==> config.mk <==
export PLATFORM = sky130hd
export DESIGN_NAME = ahb_resp_mux_flat
export DESIGN_NICKNAME = d
export VERILOG_FILES = /design/src/rtl/ahb_resp_mux_if.sv /design/src/rtl/ahb_resp_mux.sv /design/src/flat_wrapper.sv
export SDC_FILE = /design/constraint.sdc
export NUM_CORES = 1
export LEC_CHECK = 0
export ABC_AREA = 1
export CORE_AREA = 10 10 90 92
export CTS_CLUSTER_DIAMETER = 60
export DETAILED_ROUTE_END_ITERATION = 8
export DIE_AREA = 0 0 100 102
export PLACE_DENSITY = 0.75
export SLEW_MARGIN = 20
export SYNTH_ARGS = -nofsm -noshare
export SYNTH_HDL_FRONTEND = slang
export SYNTH_SLANG_ARGS = --single-unit
==> constraint.sdc <==
create_clock -name bus_clk_in -period 2.04 [get_ports bus_clk_in]
set_clock_uncertainty 0.05 [all_clocks]
set_input_delay 0.51 -clock bus_clk_in [delete_from_list [all_inputs] [get_ports bus_clk_in]]
set_output_delay 0.51 -clock bus_clk_in [all_outputs]
set_load 0.02 [all_outputs]
==> src/rtl/ahb_resp_mux_if.sv <==
// AHB response-mux bus bundle: address-phase decode inputs, per-slave responses
// and the muxed response returned to the master (slave modport = the mux itself).
interface ahb_resp_mux_if #(
    parameter int AHB_DATA_WIDTH = 32,
    parameter int SLAVE_DEVICES  = 4
);
    localparam int SEL_WIDTH = $clog2(SLAVE_DEVICES + 1);

    logic [SEL_WIDTH-1:0]                    decoder_sel_in;
    logic [1:0]                              master_trans_in;
    logic [SLAVE_DEVICES-1:0]                slave_readyout_in;
    logic [SLAVE_DEVICES-1:0]                slave_resp_in;
    logic [SLAVE_DEVICES*AHB_DATA_WIDTH-1:0] slave_rdata_in;
    logic                                    master_ready_out;
    logic                                    master_resp_out;
    logic [AHB_DATA_WIDTH-1:0]               master_rdata_out;

    modport slave (
        input  decoder_sel_in, master_trans_in,
        input  slave_readyout_in, slave_resp_in, slave_rdata_in,
        output master_ready_out, master_resp_out, master_rdata_out
    );

    modport master (
        output decoder_sel_in, master_trans_in,
        output slave_readyout_in, slave_resp_in, slave_rdata_in,
        input  master_ready_out, master_resp_out, master_rdata_out
    );
endinterface

==> src/rtl/ahb_resp_mux.sv <==
// AHB-Lite response multiplexer with built-in default slave (two-cycle ERROR).
// Optional stall timeout enabled by defining AHB_RESP_MUX_TIMEOUT_EN.
module ahb_resp_mux #(
    parameter int AHB_DATA_WIDTH = 32,
    parameter int SLAVE_DEVICES  = 4,
    parameter int TIMEOUT_CYCLES = 16
) (
    input  logic          bus_clk_in,
    input  logic          bus_rstn_in,
    ahb_resp_mux_if.slave bus,
    output logic          timeout_flag_out
);
    localparam int SEL_WIDTH = $clog2(SLAVE_DEVICES + 1);

    localparam logic [1:0] ST_IDLE  = 2'd0;
    localparam logic [1:0] ST_ROUTE = 2'd1;
    localparam logic [1:0] ST_ERR1  = 2'd2;
    localparam logic [1:0] ST_ERR2  = 2'd3;

    if (SLAVE_DEVICES < 1 || SLAVE_DEVICES > 15) begin : g_bad_slave_devices
        $error("ahb_resp_mux: SLAVE_DEVICES must be 1..15");
    end
    if (TIMEOUT_CYCLES < 2 || TIMEOUT_CYCLES > 255) begin : g_bad_timeout_cycles
        $error("ahb_resp_mux: TIMEOUT_CYCLES must be 2..255");
    end

    logic [1:0]                state;
    logic [1:0]                state_nxt;
    logic [1:0]                addr_next;
    logic [SEL_WIDTH-1:0]      dsel;
    logic                      dact;
    logic                      dsel_legal;
    logic                      timeout_hit;
    logic                      routed_ready;
    logic                      routed_resp;
    logic [AHB_DATA_WIDTH-1:0] routed_rdata;

    // HTRANS[0] only separates BUSY/IDLE and NONSEQ/SEQ, which never affects routing.
    logic unused_trans_lsb;
    assign unused_trans_lsb = bus.master_trans_in[0];

    function automatic logic sel_legal(input logic [SEL_WIDTH-1:0] sel);
        return (sel != '0) && (int'(sel) <= SLAVE_DEVICES);
    endfunction

    assign dsel_legal = sel_legal(dsel);

    always_comb begin
        // NOTE: every always_comb output gets a default first so no path can infer a latch.
        routed_ready = 1'b1;
        routed_resp  = 1'b0;
        routed_rdata = '0;
        for (int k = 0; k < SLAVE_DEVICES; k++) begin
            if (int'(dsel) == k + 1) begin
                routed_ready = bus.slave_readyout_in[k];
                routed_resp  = bus.slave_resp_in[k];
                routed_rdata = bus.slave_rdata_in[k*AHB_DATA_WIDTH +: AHB_DATA_WIDTH];
            end
        end
    end

    always_comb begin
        bus.master_ready_out = 1'b1;
        bus.master_resp_out  = 1'b0;
        bus.master_rdata_out = '0;
        case (state)
            ST_ROUTE: begin
                if (dact && dsel_legal) begin
                    bus.master_ready_out = routed_ready;
                    bus.master_resp_out  = routed_resp;
                    bus.master_rdata_out = routed_rdata;
                end
            end
            ST_ERR1: begin
                bus.master_ready_out = 1'b0;
                bus.master_resp_out  = 1'b1;
            end
            ST_ERR2: bus.master_resp_out = 1'b1;
            default: ;
        endcase
    end

    // Address-phase decision; only taken on edges where the current data phase completes.
    always_comb begin
        if (!bus.master_trans_in[1])
            addr_next = ST_IDLE;
        else if (sel_legal(bus.decoder_sel_in))
            addr_next = ST_ROUTE;
        else
            addr_next = ST_ERR1;

        state_nxt = addr_next;
        case (state)
            ST_ROUTE: begin
                if (!bus.master_ready_out)
                    state_nxt = timeout_hit ? ST_ERR1 : ST_ROUTE;
            end
            ST_ERR1:  state_nxt = ST_ERR2;
            default:  ;
        endcase
    end

    always_ff @(posedge bus_clk_in) begin
        // NOTE: sequential state uses non-blocking assignments so all registers update together.
        if (!bus_rstn_in) begin
            state <= ST_IDLE;
            dsel  <= '0;
            dact  <= 1'b0;
        end else begin
            state <= state_nxt;
            if (bus.master_ready_out) begin
                dsel <= bus.decoder_sel_in;
                dact <= bus.master_trans_in[1];
            end
        end
    end

`ifdef AHB_RESP_MUX_TIMEOUT_EN
    localparam logic [7:0] STALL_LAST = 8'(TIMEOUT_CYCLES - 1);

    logic [7:0] stall_cnt;
    logic       stalled;

    assign stalled     = (state == ST_ROUTE) && !bus.master_ready_out;
    assign timeout_hit = stalled && (stall_cnt == STALL_LAST);

    always_ff @(posedge bus_clk_in) begin
        if (!bus_rstn_in) begin
            stall_cnt        <= '0;
            timeout_flag_out <= 1'b0;
        end else begin
            if (stalled && !timeout_hit)
                stall_cnt <= stall_cnt + 8'd1;
            else
                stall_cnt <= '0;
            if (timeout_hit)
                timeout_flag_out <= 1'b1;
        end
    end
`else
    assign timeout_hit      = 1'b0;
    assign timeout_flag_out = 1'b0;
`endif

endmodule

==> src/flat_wrapper.sv <==
// flat-port wrapper written by rule: the top's interface ports become plain ports
module ahb_resp_mux_flat 
#(
    parameter int AHB_DATA_WIDTH = 32,
    parameter int SLAVE_DEVICES  = 4,
    parameter int TIMEOUT_CYCLES = 16
)
  (bus_clk_in, bus_rstn_in, timeout_flag_out, bus_decoder_sel_in, bus_master_trans_in, bus_slave_readyout_in, bus_slave_resp_in, bus_slave_rdata_in, bus_master_ready_out, bus_master_resp_out, bus_master_rdata_out);
  ahb_resp_mux_if #(.AHB_DATA_WIDTH(AHB_DATA_WIDTH), .SLAVE_DEVICES(SLAVE_DEVICES)) bus_i ();
  input  logic bus_clk_in;
  input  logic bus_rstn_in;
  output logic timeout_flag_out;
  input wire logic [$bits(bus_i.decoder_sel_in)-1:0] bus_decoder_sel_in;
  input wire logic [$bits(bus_i.master_trans_in)-1:0] bus_master_trans_in;
  input wire logic [$bits(bus_i.slave_readyout_in)-1:0] bus_slave_readyout_in;
  input wire logic [$bits(bus_i.slave_resp_in)-1:0] bus_slave_resp_in;
  input wire logic [$bits(bus_i.slave_rdata_in)-1:0] bus_slave_rdata_in;
  output wire logic [$bits(bus_i.master_ready_out)-1:0] bus_master_ready_out;
  output wire logic [$bits(bus_i.master_resp_out)-1:0] bus_master_resp_out;
  output wire logic [$bits(bus_i.master_rdata_out)-1:0] bus_master_rdata_out;
  assign bus_i.decoder_sel_in = bus_decoder_sel_in;
  assign bus_i.master_trans_in = bus_master_trans_in;
  assign bus_i.slave_readyout_in = bus_slave_readyout_in;
  assign bus_i.slave_resp_in = bus_slave_resp_in;
  assign bus_i.slave_rdata_in = bus_slave_rdata_in;
  assign bus_master_ready_out = bus_i.master_ready_out;
  assign bus_master_resp_out = bus_i.master_resp_out;
  assign bus_master_rdata_out = bus_i.master_rdata_out;
  ahb_resp_mux #(.AHB_DATA_WIDTH(AHB_DATA_WIDTH), .SLAVE_DEVICES(SLAVE_DEVICES), .TIMEOUT_CYCLES(TIMEOUT_CYCLES)) u_core (.bus_clk_in(bus_clk_in), .bus_rstn_in(bus_rstn_in), .bus(bus_i), .timeout_flag_out(timeout_flag_out));
endmodule
# After elaboration in Yosys (flattened, before gate mapping)
# Cells that the tools add are included.
[classes] n_lt_le_gt_ge=2 eq_ne=7 mux=22 reduce_logical=6
[ops] operator="32-bit 2-to-1 mux" n=6
[ops] operator="1-bit 2-to-1 mux" n=10
[ops] operator="3-bit equality test (second input constant)" n=3
[ops] operator="3-bit less-or-equal comparator (second input constant)" n=2
[ops] operator="2-bit 2-to-1 mux" n=3
[ops] operator="3-bit nonzero test" n=2
[ops] operator="2-bit equality test (second input constant)" n=2
[ops] operator="1-bit case mux with 2 select lines" n=2
[ops] operator="2-bit case mux with 2 select lines" n=1
[ops] operator="3-bit by 2-bit equality test with 1-bit output (second input constant)" n=1
[ops] operator="1-bit logical AND" n=3
[ops] operator="2-bit by 1-bit equality test with 1-bit output (second input constant)" n=1
[ops] operator="2-bit OR reduction" n=1
[totals] regBits=6 out_inout_bits=35 elab_cells=40

# Depth between registers and ports, before layout
# Gate-level depths: netlist of run 1.
[logic_depth] ltp_word=9 ltp_mapped=10

# Worst setup path after synthesis of run 1
# No wires, ideal clock.
[synth_path] path_kind="register -> output" from="register u_core.dsel[1]" to="output port bus_master_rdata_out[22]" t_arrival_ns=1.731 slack_ns=-0.251 path_stages_with_launch=9 path_buffers=1 path_cell_list="dfxtp_1 > nor2_1 > ha_1 > inv_1 > nand2_1 > nor2_1 > clkbuf_1 > o21ai_0 > a41oi_1"
[synth_between] elab_chain_len=7 elab_cells_between_ends=14 cone_classes="order compare (1); eq/ne (4); mux (6); reduce/logical (3)"
[synth_rtl] item="start, declared" line="ahb_resp_mux.sv:30" rtl="logic [SEL_WIDTH-1:0] dsel;"
[synth_rtl] item="start signal, assigned" line="ahb_resp_mux.sv:112" rtl="dsel <= bus.decoder_sel_in;"
[synth_rtl] item="3-bit by 2-bit equality test with 1-bit output" line="ahb_resp_mux.sv:54" rtl="if (int'(dsel) == k + 1) begin"
[synth_rtl] item="32-bit 2-to-1 mux (4 in series)" line="ahb_resp_mux.sv:54"
[synth_rtl] item="32-bit 2-to-1 mux *" line="ahb_resp_mux.sv:68" rtl="if (dact && dsel_legal) begin"
[synth_rtl] item="32-bit 2-to-1 mux *" line="ahb_resp_mux.sv:66" rtl="case (state)"
[synth_rtl] item="end, declared" line="flat_wrapper.sv:20" rtl="output wire logic [$bits(bus_i.master_rdata_out)-1:0] bus_master_rdata_out;"
# Every way passes the cells marked *; elsewhere a longest branch is shown, timed or not.

# Worst setup path after layout of run 1
[layout_path] from="register u_core.dsel[1]" to="output port bus_master_rdata_out[12]"
# The elaborated chain is that of the path after synthesis.

==> run summary, run 1 <==
Counting every net in the synthesized netlist gives 410. For the worst setup path, the data required time is 1480 ps. The clock tree from TritonCTS is done. Setup repair after global routing could not meet its margin everywhere. The first-pass iteration count of the detailed router came out at 4. Once detail routing completed, the nets flagged for antenna violations numbered 0. For this design the top-level I/O count stands at about 180.

The sum of internal, switching and leakage power came out at 1.08 mW. The synthesis-to-finish area growth is 174%. The worst min-delay path category is flop to flop.

The post-synthesis area per instance came out at 5.63 sq um. The maximum clock frequency is 424 MHz. The remaining global-route overflow is 0. The synthesized design contains 6 register bits. Across every metal layer, demand over resource in global routing totals 0.179.

The maximum clock path buffer count came out at 2. The core outline area is approximately 6300 sq um. The maximum level of the CTS H-tree came out at 1. In this run the top signal layer used is met4. The standby leakage power is 1.43 nW.

Setup violations remaining at the end of the flow were counted as 34. The largest stage delay on the critical path came out at a little over 300 ps. Max-cap violations in this run came to 0. The via count of the first global-routing pass is just over 3000. The number of hold-slack violations in the final timing report came to 0. 0 antenna diodes ended up in the layout. The initial antenna violation count was 0. The number of buffers created by CTS came out at 3. The total power divided by cell area came out at 267 nW/um^2. The switching part of the total power came out at 0.350. Of the synthesized area, sequential elements account for 0.0814.

The final routed DRC violation total came out at 0. The congestion estimate from routability-driven global placement came to 0.897. For the worst-skew pair, the clock arrives at the later sink with an insertion delay of 230 ps. Counting every sink on the clock net gives 6.

The critical path arrival is 1800 ps. In this run the tool buffered the top-level ports with between 150 and 200 buffer cells. The final cycle utilization of the critical path is 1.16. The distinct cell type count after synthesis came out at 22. The met2 routed wirelength came out at slightly above 5000 microns.

STA classifies the critical path startpoint as a flop. STA classifies the critical path endpoint as an output port. The met1 routed wirelength after detailed routing came out at around 3800 microns. The final HPWL from detailed placement came out at between 8000 and 9000 microns. In the final timing run, aggregate negative setup slack is -9380 ps. The via density per instance is 5.14.

The worst ir drop on vdd came out at 0.281 mV. The share of flip-flops with an asynchronous set or reset after synthesis is 0. Cell internal power was estimated by the tool at 701 uW. In the synthesized netlist the dominant register cell turns out to be sky130_fd_sc_hd__dfxtp_1. The reported net switching power came out at 378 uW.

The flow ran to the end, but the final reports show violations. The total wirelength of the detailed-routed design is 9930 microns. By startpoint and endpoint, the worst setup path is classified as flop to output port. Of the total power, combinational logic draws 0.703. For this run, the post-layout net count is 617. The average wire per cell in the routed design is 18.3 microns. The final setup slack of the worst path came out at -318 ps. The count of standard-cell rows came out at 29.

The die covers 10200 sq um. The combined area of all synthesized cells is approximately 1500 sq um. The final critical-path required period is 2360 ps. Entering global routing, the biggest net connects 32 pins. The register share of total power came out at 0.125.

After clock tree synthesis, the clock-pin slew on the worst setup and hold paths is 40 ps. The overall die width is 100 microns. After detailed routing, the met3 layer carries 909 microns of wire.

The count of mapped cells out of synthesis came out at 262. The DRC marker count from the first detailed-route iteration came out at 124. The count of non-filler cells in the finished layout came out at approximately 540. The top cell types in the final layout, fill and taps aside, are sky130_fd_sc_hd__clkdlybuf4s50_1, sky130_fd_sc_hd__nand3_1, sky130_fd_sc_hd__buf_4.

The cell family contributing the most delay on the critical path is buffers and inverters. The number of filler cells placed in the layout came out at about 540. Walking the worst path, the cells encountered are nor2_2 > ha_1 > inv_1 > nand2_2 > nor2_4 > buf_12 > o21ai_1 > a41oi_2 > buf_6. In the final layout, the share of cells above drive strength 1 is 0.313. Among all stages on the critical path, the largest delay is contributed by sky130_fd_sc_hd__dfxtp_2. The checks that failed: setup timing. The critical-path maximum fanout came out at 22. The number of buffers and inverters on the critical path is 3. Leaving out fill and tap cells, the most frequent cell in the layout is sky130_fd_sc_hd__clkdlybuf4s50_1. The final route contains 2795 vias.

The wire length of the first global-routing pass came out at 15200 microns. The number of placed instances with taps included came out at 536. Summing all multi-input logic gate instances after layout gives 1480 sq um.

The vertical die dimension came out at 102 microns. The number of buffers added to fix hold violations after cts came out at 0. The starting density of the core came out at 0.235.

Summing all flip-flop and latch instances after layout gives 124 sq um. The share of power burned in the clock network is 0.171. The number of warnings issued by yosys is 0. The clock root buffer is sky130_fd_sc_hd__clkbuf_8. The number of synthesized flops with an enable pin is 0. The max-slew violation total from the final report came to 0.
-- cell families after synthesis --
kind of cell / Yosys count / share of synthesized area
other: 1 / 0.00254
xor gates and xnor gates: 1 / 0.00594
DFF: 6 / 0.0814
AOI/OAI and AO/OA: 74 / 0.338
and+or+nand+nor: 133 / 0.413
buffers and inverters: 42 / 0.117
adders and majority gates: 5 / 0.0424
-- cell type report --
cell class                 count  area share
inverter                      15      0.0139
multi-input combinational    214       0.366
sequential                     6      0.0307
timing repair buffer         229       0.555
clock buffer                   3      0.0102
tap                           77      0.0238
-- flip-flops by register name, summed over array words and instances, names as in the netlist --
register      count
u_core.dsel       3
u_core.dact       1
u_core.state      2
-- synth_stat cells, types with 2 or more instances --
cell type | number | area (sq um)
sky130_fd_sc_hd__nand3_1 | 72 | 360
sky130_fd_sc_hd__nand2_1 | 45 | 169
sky130_fd_sc_hd__o21ai_0 | 32 | 160
sky130_fd_sc_hd__a41oi_1 | 31 | 272
sky130_fd_sc_hd__clkbuf_1 | 17 | 63.8
sky130_fd_sc_hd__inv_1 | 13 | 48.8
sky130_fd_sc_hd__buf_2 | 9 | 45.0
sky130_fd_sc_hd__nor2_1 | 8 | 30.0
sky130_fd_sc_hd__a21oi_1 | 7 | 35.0
sky130_fd_sc_hd__dfxtp_1 | 6 | 120
sky130_fd_sc_hd__ha_1 | 5 | 62.6
sky130_fd_sc_hd__nor2_2 | 3 | 18.8
sky130_fd_sc_hd__inv_2 | 2 | 7.51
sky130_fd_sc_hd__nand2_2 | 2 | 12.5
sky130_fd_sc_hd__nand4_1 | 2 | 12.5
sky130_fd_sc_hd__o211ai_1 | 2 | 15.0
-- worst reg2reg max path, stage by stage, from the launching register on --
cell	delay, ps
sky130_fd_sc_hd__dfxtp_2	310
sky130_fd_sc_hd__nor2_2	100
sky130_fd_sc_hd__ha_1	230
sky130_fd_sc_hd__inv_1	70
sky130_fd_sc_hd__nand2_2	70
sky130_fd_sc_hd__buf_4	140
sky130_fd_sc_hd__buf_6	110
sky130_fd_sc_hd__a21oi_4	110
sky130_fd_sc_hd__o21ai_2	80
sky130_fd_sc_hd__nand2_2	90
sky130_fd_sc_hd__buf_4	110
sky130_fd_sc_hd__buf_4	90
sky130_fd_sc_hd__buf_6	100
sky130_fd_sc_hd__nand2_1	50
sky130_fd_sc_hd__nand2_1	50
sky130_fd_sc_hd__a21oi_1	50
-- per-layer routing --
metal | track usage | vias up
met5 | 0 | -
met4 | 0.0402 | 0
met3 | 0.0553 | 9
met2 | 0.337 | 132
met1 | 0.192 | 1280
li1 | - | 1374
-- power by group through the flow --
stage               Combinational (mW)  Clock (mW)  Sequential, mW
floorplan                        0.236           0           0.139
global placement                 0.706           0           0.135
detailed placement               0.720           0           0.136
CTS                              0.745       0.189           0.136
global route                     0.816       0.196           0.136
finish                           0.759       0.185           0.135
-- repair_timing --
action                                  in CTS  in global routing
gates cloned                                 1                  0
resized for setup                          205                 18
pin swaps                                    3                  2
endpoints found under the setup margin      34                 35
setup buffers                                3                  2
-- worst paths after layout --
check	startpoint	endpoint	slack, ps	depth (start not counted)
worst max-delay path	u_core.dsel[1]	bus_master_rdata_out[12]	-320	9
worst min-delay path	u_core.dsel[0]	u_core.dsel[0]	550	3
worst max register to register	u_core.dsel[1]	u_core.state[1]	110	15
worst min register to register	u_core.dsel[0]	u_core.dsel[0]	550	3
-- stage by stage --
step / utilization / setup WS (ps) / instance area, sq um / hold WS [ps]
final: 0.644 / -318 / 4040 / 555
after global routing: 0.644 / -408 / 4040 / 579
after CTS: 0.632 / -322 / 3970 / 563
after detailed placement: 0.625 / -652 / 3920 / 546
after global placement: 0.625 / -591 / 3920 / 542
after floorplan: - / -26.3 / 1710 / 412
No activity file was read; power rests on OpenSTA's default activity.
==> run 2, diff against run 1 <==
--- a/config.mk
+++ b/config.mk
@@ -11,6 +11,7 @@
 export DETAILED_ROUTE_END_ITERATION = 8
 export DIE_AREA = 0 0 100 102
 export PLACE_DENSITY = 0.75
+export SKIP_CTS_REPAIR_TIMING = 1
 export SLEW_MARGIN = 20
 export SYNTH_ARGS = -nofsm -noshare
 export SYNTH_HDL_FRONTEND = slang
==> run summary, run 2 (synthesized netlist as in run 1, its figures left out) <==
The run finished, with violations left. The final reports fail on setup timing. Of the cells placed in the final design, the portion with a size suffix greater than 1 is 0.310. Grouping stages by cell kind, the critical path spends the most delay in buffers and inverters. Dividing the detail-routed wire length by the instance count gives 18.3 microns. Of the available clock period, the critical path in the final layout requires 1.17. The min-delay analysis places its worst path in the category flop to flop. Once layout is done, the placed cells without fillers occupy 4060 sq um. The initialized floorplan defines 29 standard-cell rows. The top-level I/O count came out at 178. The final routed DRC violation total came out at 0.

The total track usage is 0.175. TritonCTS built the clock tree. The largest individual stage delay along the critical path comes from the cell sky130_fd_sc_hd__dfxtp_2.

The worst endpoint required time is 1480 ps. The clock transition at the register clock pins on the worst setup and hold paths after CTS came out at 40 ps. The register with the most flip-flops in the layout has 3 of them. The largest stage delay on the critical path came out at 310 ps. Setup repair after global routing could not meet its margin everywhere. The max-capacitance violation count is 0. The total of buffers placed on input and output ports came out at 175. The detailed-route via count came out at roughly 2800. The first-pass iteration count of the detailed router came out at 4. Setup slack on the critical path of the routed design comes to -355 ps. The maximum level of the CTS H-tree is 1.

In the layout the commonest cells are sky130_fd_sc_hd__clkdlybuf4s50_1, sky130_fd_sc_hd__nand3_1, sky130_fd_sc_hd__buf_4. After detailed routing, the number of vias per cell comes to 5.12. The number of buffers created by CTS came out at 3. The total die area came out at between 10000 and 15000 sq um. The vertical die dimension came out at 102 microns.

The library cell used most frequently in the layout, excluding fill and tap cells, is sky130_fd_sc_hd__clkdlybuf4s50_1. The nature of the critical path endpoint is an output port. The final antenna diode count is 0. The total negative slack came out at -10690 ps. The clock passes through at most 2 buffers. The floorplan step defined a core boundary enclosing 6280 sq um. The area after detailed placement is 3920 sq um. The clock latency at the later pin of the worst-skew pair is 230 ps. The initial antenna violation count came to 0. The layout net count is 621.

The remaining antenna violation count is 0. The worst ir drop on vdd came out at approximately 0.28 mV. Walking the worst path, the cells encountered are nor2_2 > ha_1 > inv_1 > nand2_2 > nor2_4 > buf_12 > o21ai_0 > a41oi_2 > buf_4. The top register by number of flip-flops is u_core.dsel.

The sum of internal, switching and leakage power came out at 1.08 mW. The total power divided by cell area came out at 266 nW/um^2. The HPWL after detailed placement is 8200 microns. Data on the critical path arrives at its endpoint at 1840 ps. The total wirelength of the detailed-routed design is 10000 microns. The max-slew violation total from the final report was 0. The standby leakage power is 1.45 nW. Hold timing on the final database bottoms out at a slack of roughly 570 ps. The number of buffers and inverters on the critical path came out at 3. The via count of the first global-routing pass came out at 3005. The synthesis-to-finish area growth is 175%. The largest registers in the layout are u_core.dsel x3, u_core.state x2, u_core.dact x1. By startpoint and endpoint, the worst setup path is classified as flop to output port. The maximum number of pins on one net before global-route repair came out at 32. The setup-violating endpoint count in the final report came out at 34. The starting density of the core is 0.235. The first global-routing pass estimated 14900 microns of wire. After layout, the minimum clock period comes to 2400 ps. The DRC marker count from the first detailed-route iteration came out at 127. The number of hold-slack violations in the final timing report came out at 0. The routability congestion estimate came out at 0.897. For this run, the top clock speed supported by timing is 417 MHz. The number of sinks on the clock net came out at 6.

The worst setup path is launched from a flop. The tree is rooted in a sky130_fd_sc_hd__clkbuf_8. The overall die width came out at ~100 microns. The critical-path maximum fanout is 22. Summed over all layers, the global routing overflow is 0.
run 2: stage by stage:
| stage | util | setup slack (ps) | instances |
|---|---|---|---|
| after CTS | 0.631 | -906 | 539 |
| final | 0.647 | -355 | 548 |
| after global routing | 0.647 | -430 | 548 |
| after global placement | 0.625 | -591 | 536 |
| after detailed placement | 0.625 | -652 | 536 |
| after floorplan | - | -26.3 | 262 |
run 2: where the power goes:
group          switching (mW)  internal [mW]  leakage (nW)
clock network          0.0588          0.127        0.0216
logic                   0.313          0.445          1.38
registers             0.00662          0.129        0.0505
run 2: path summary, 6_finish.rpt:
path,from,to,slack [ps],cells after the start
max,u_core.dsel[1],bus_master_rdata_out[26],-360,9
min,u_core.dsel[1],u_core.dsel[1],570,3
max reg2reg,u_core.dsel[1],u_core.dsel[2],140,13
min reg2reg,u_core.dsel[1],u_core.dsel[1],570,3
run 2: routing by layer:
metal  GRT usage  wire [microns]
met1       0.186            3840
met2       0.330            5220
met3      0.0580             878
met4      0.0359             108
met5           0               0
run 2: worst reg2reg max path, cell delays in order (launching register included):
cell,delay (ps)
sky130_fd_sc_hd__dfxtp_2,310
sky130_fd_sc_hd__nor2_2,100
sky130_fd_sc_hd__ha_1,240
sky130_fd_sc_hd__inv_1,80
sky130_fd_sc_hd__nand2_2,80
sky130_fd_sc_hd__buf_4,140
sky130_fd_sc_hd__buf_6,110
sky130_fd_sc_hd__a21oi_4,110
sky130_fd_sc_hd__o21ai_2,80
sky130_fd_sc_hd__nand2_2,110
sky130_fd_sc_hd__buf_4,110
sky130_fd_sc_hd__buf_4,120
sky130_fd_sc_hd__nand3_1,60
sky130_fd_sc_hd__a21oi_1,140
run 2: final cells by class:
| type | instances | area, sq um |
|---|---|---|
| multi-input cells | 214 | 1460 |
| repair buffers | 233 | 2290 |
| well taps | 77 | 96.3 |
| flip-flops and latches | 6 | 124 |
| inverters | 15 | 56.3 |
| fillers | 542 | 2210 |
| clock buffers | 3 | 41.3 |
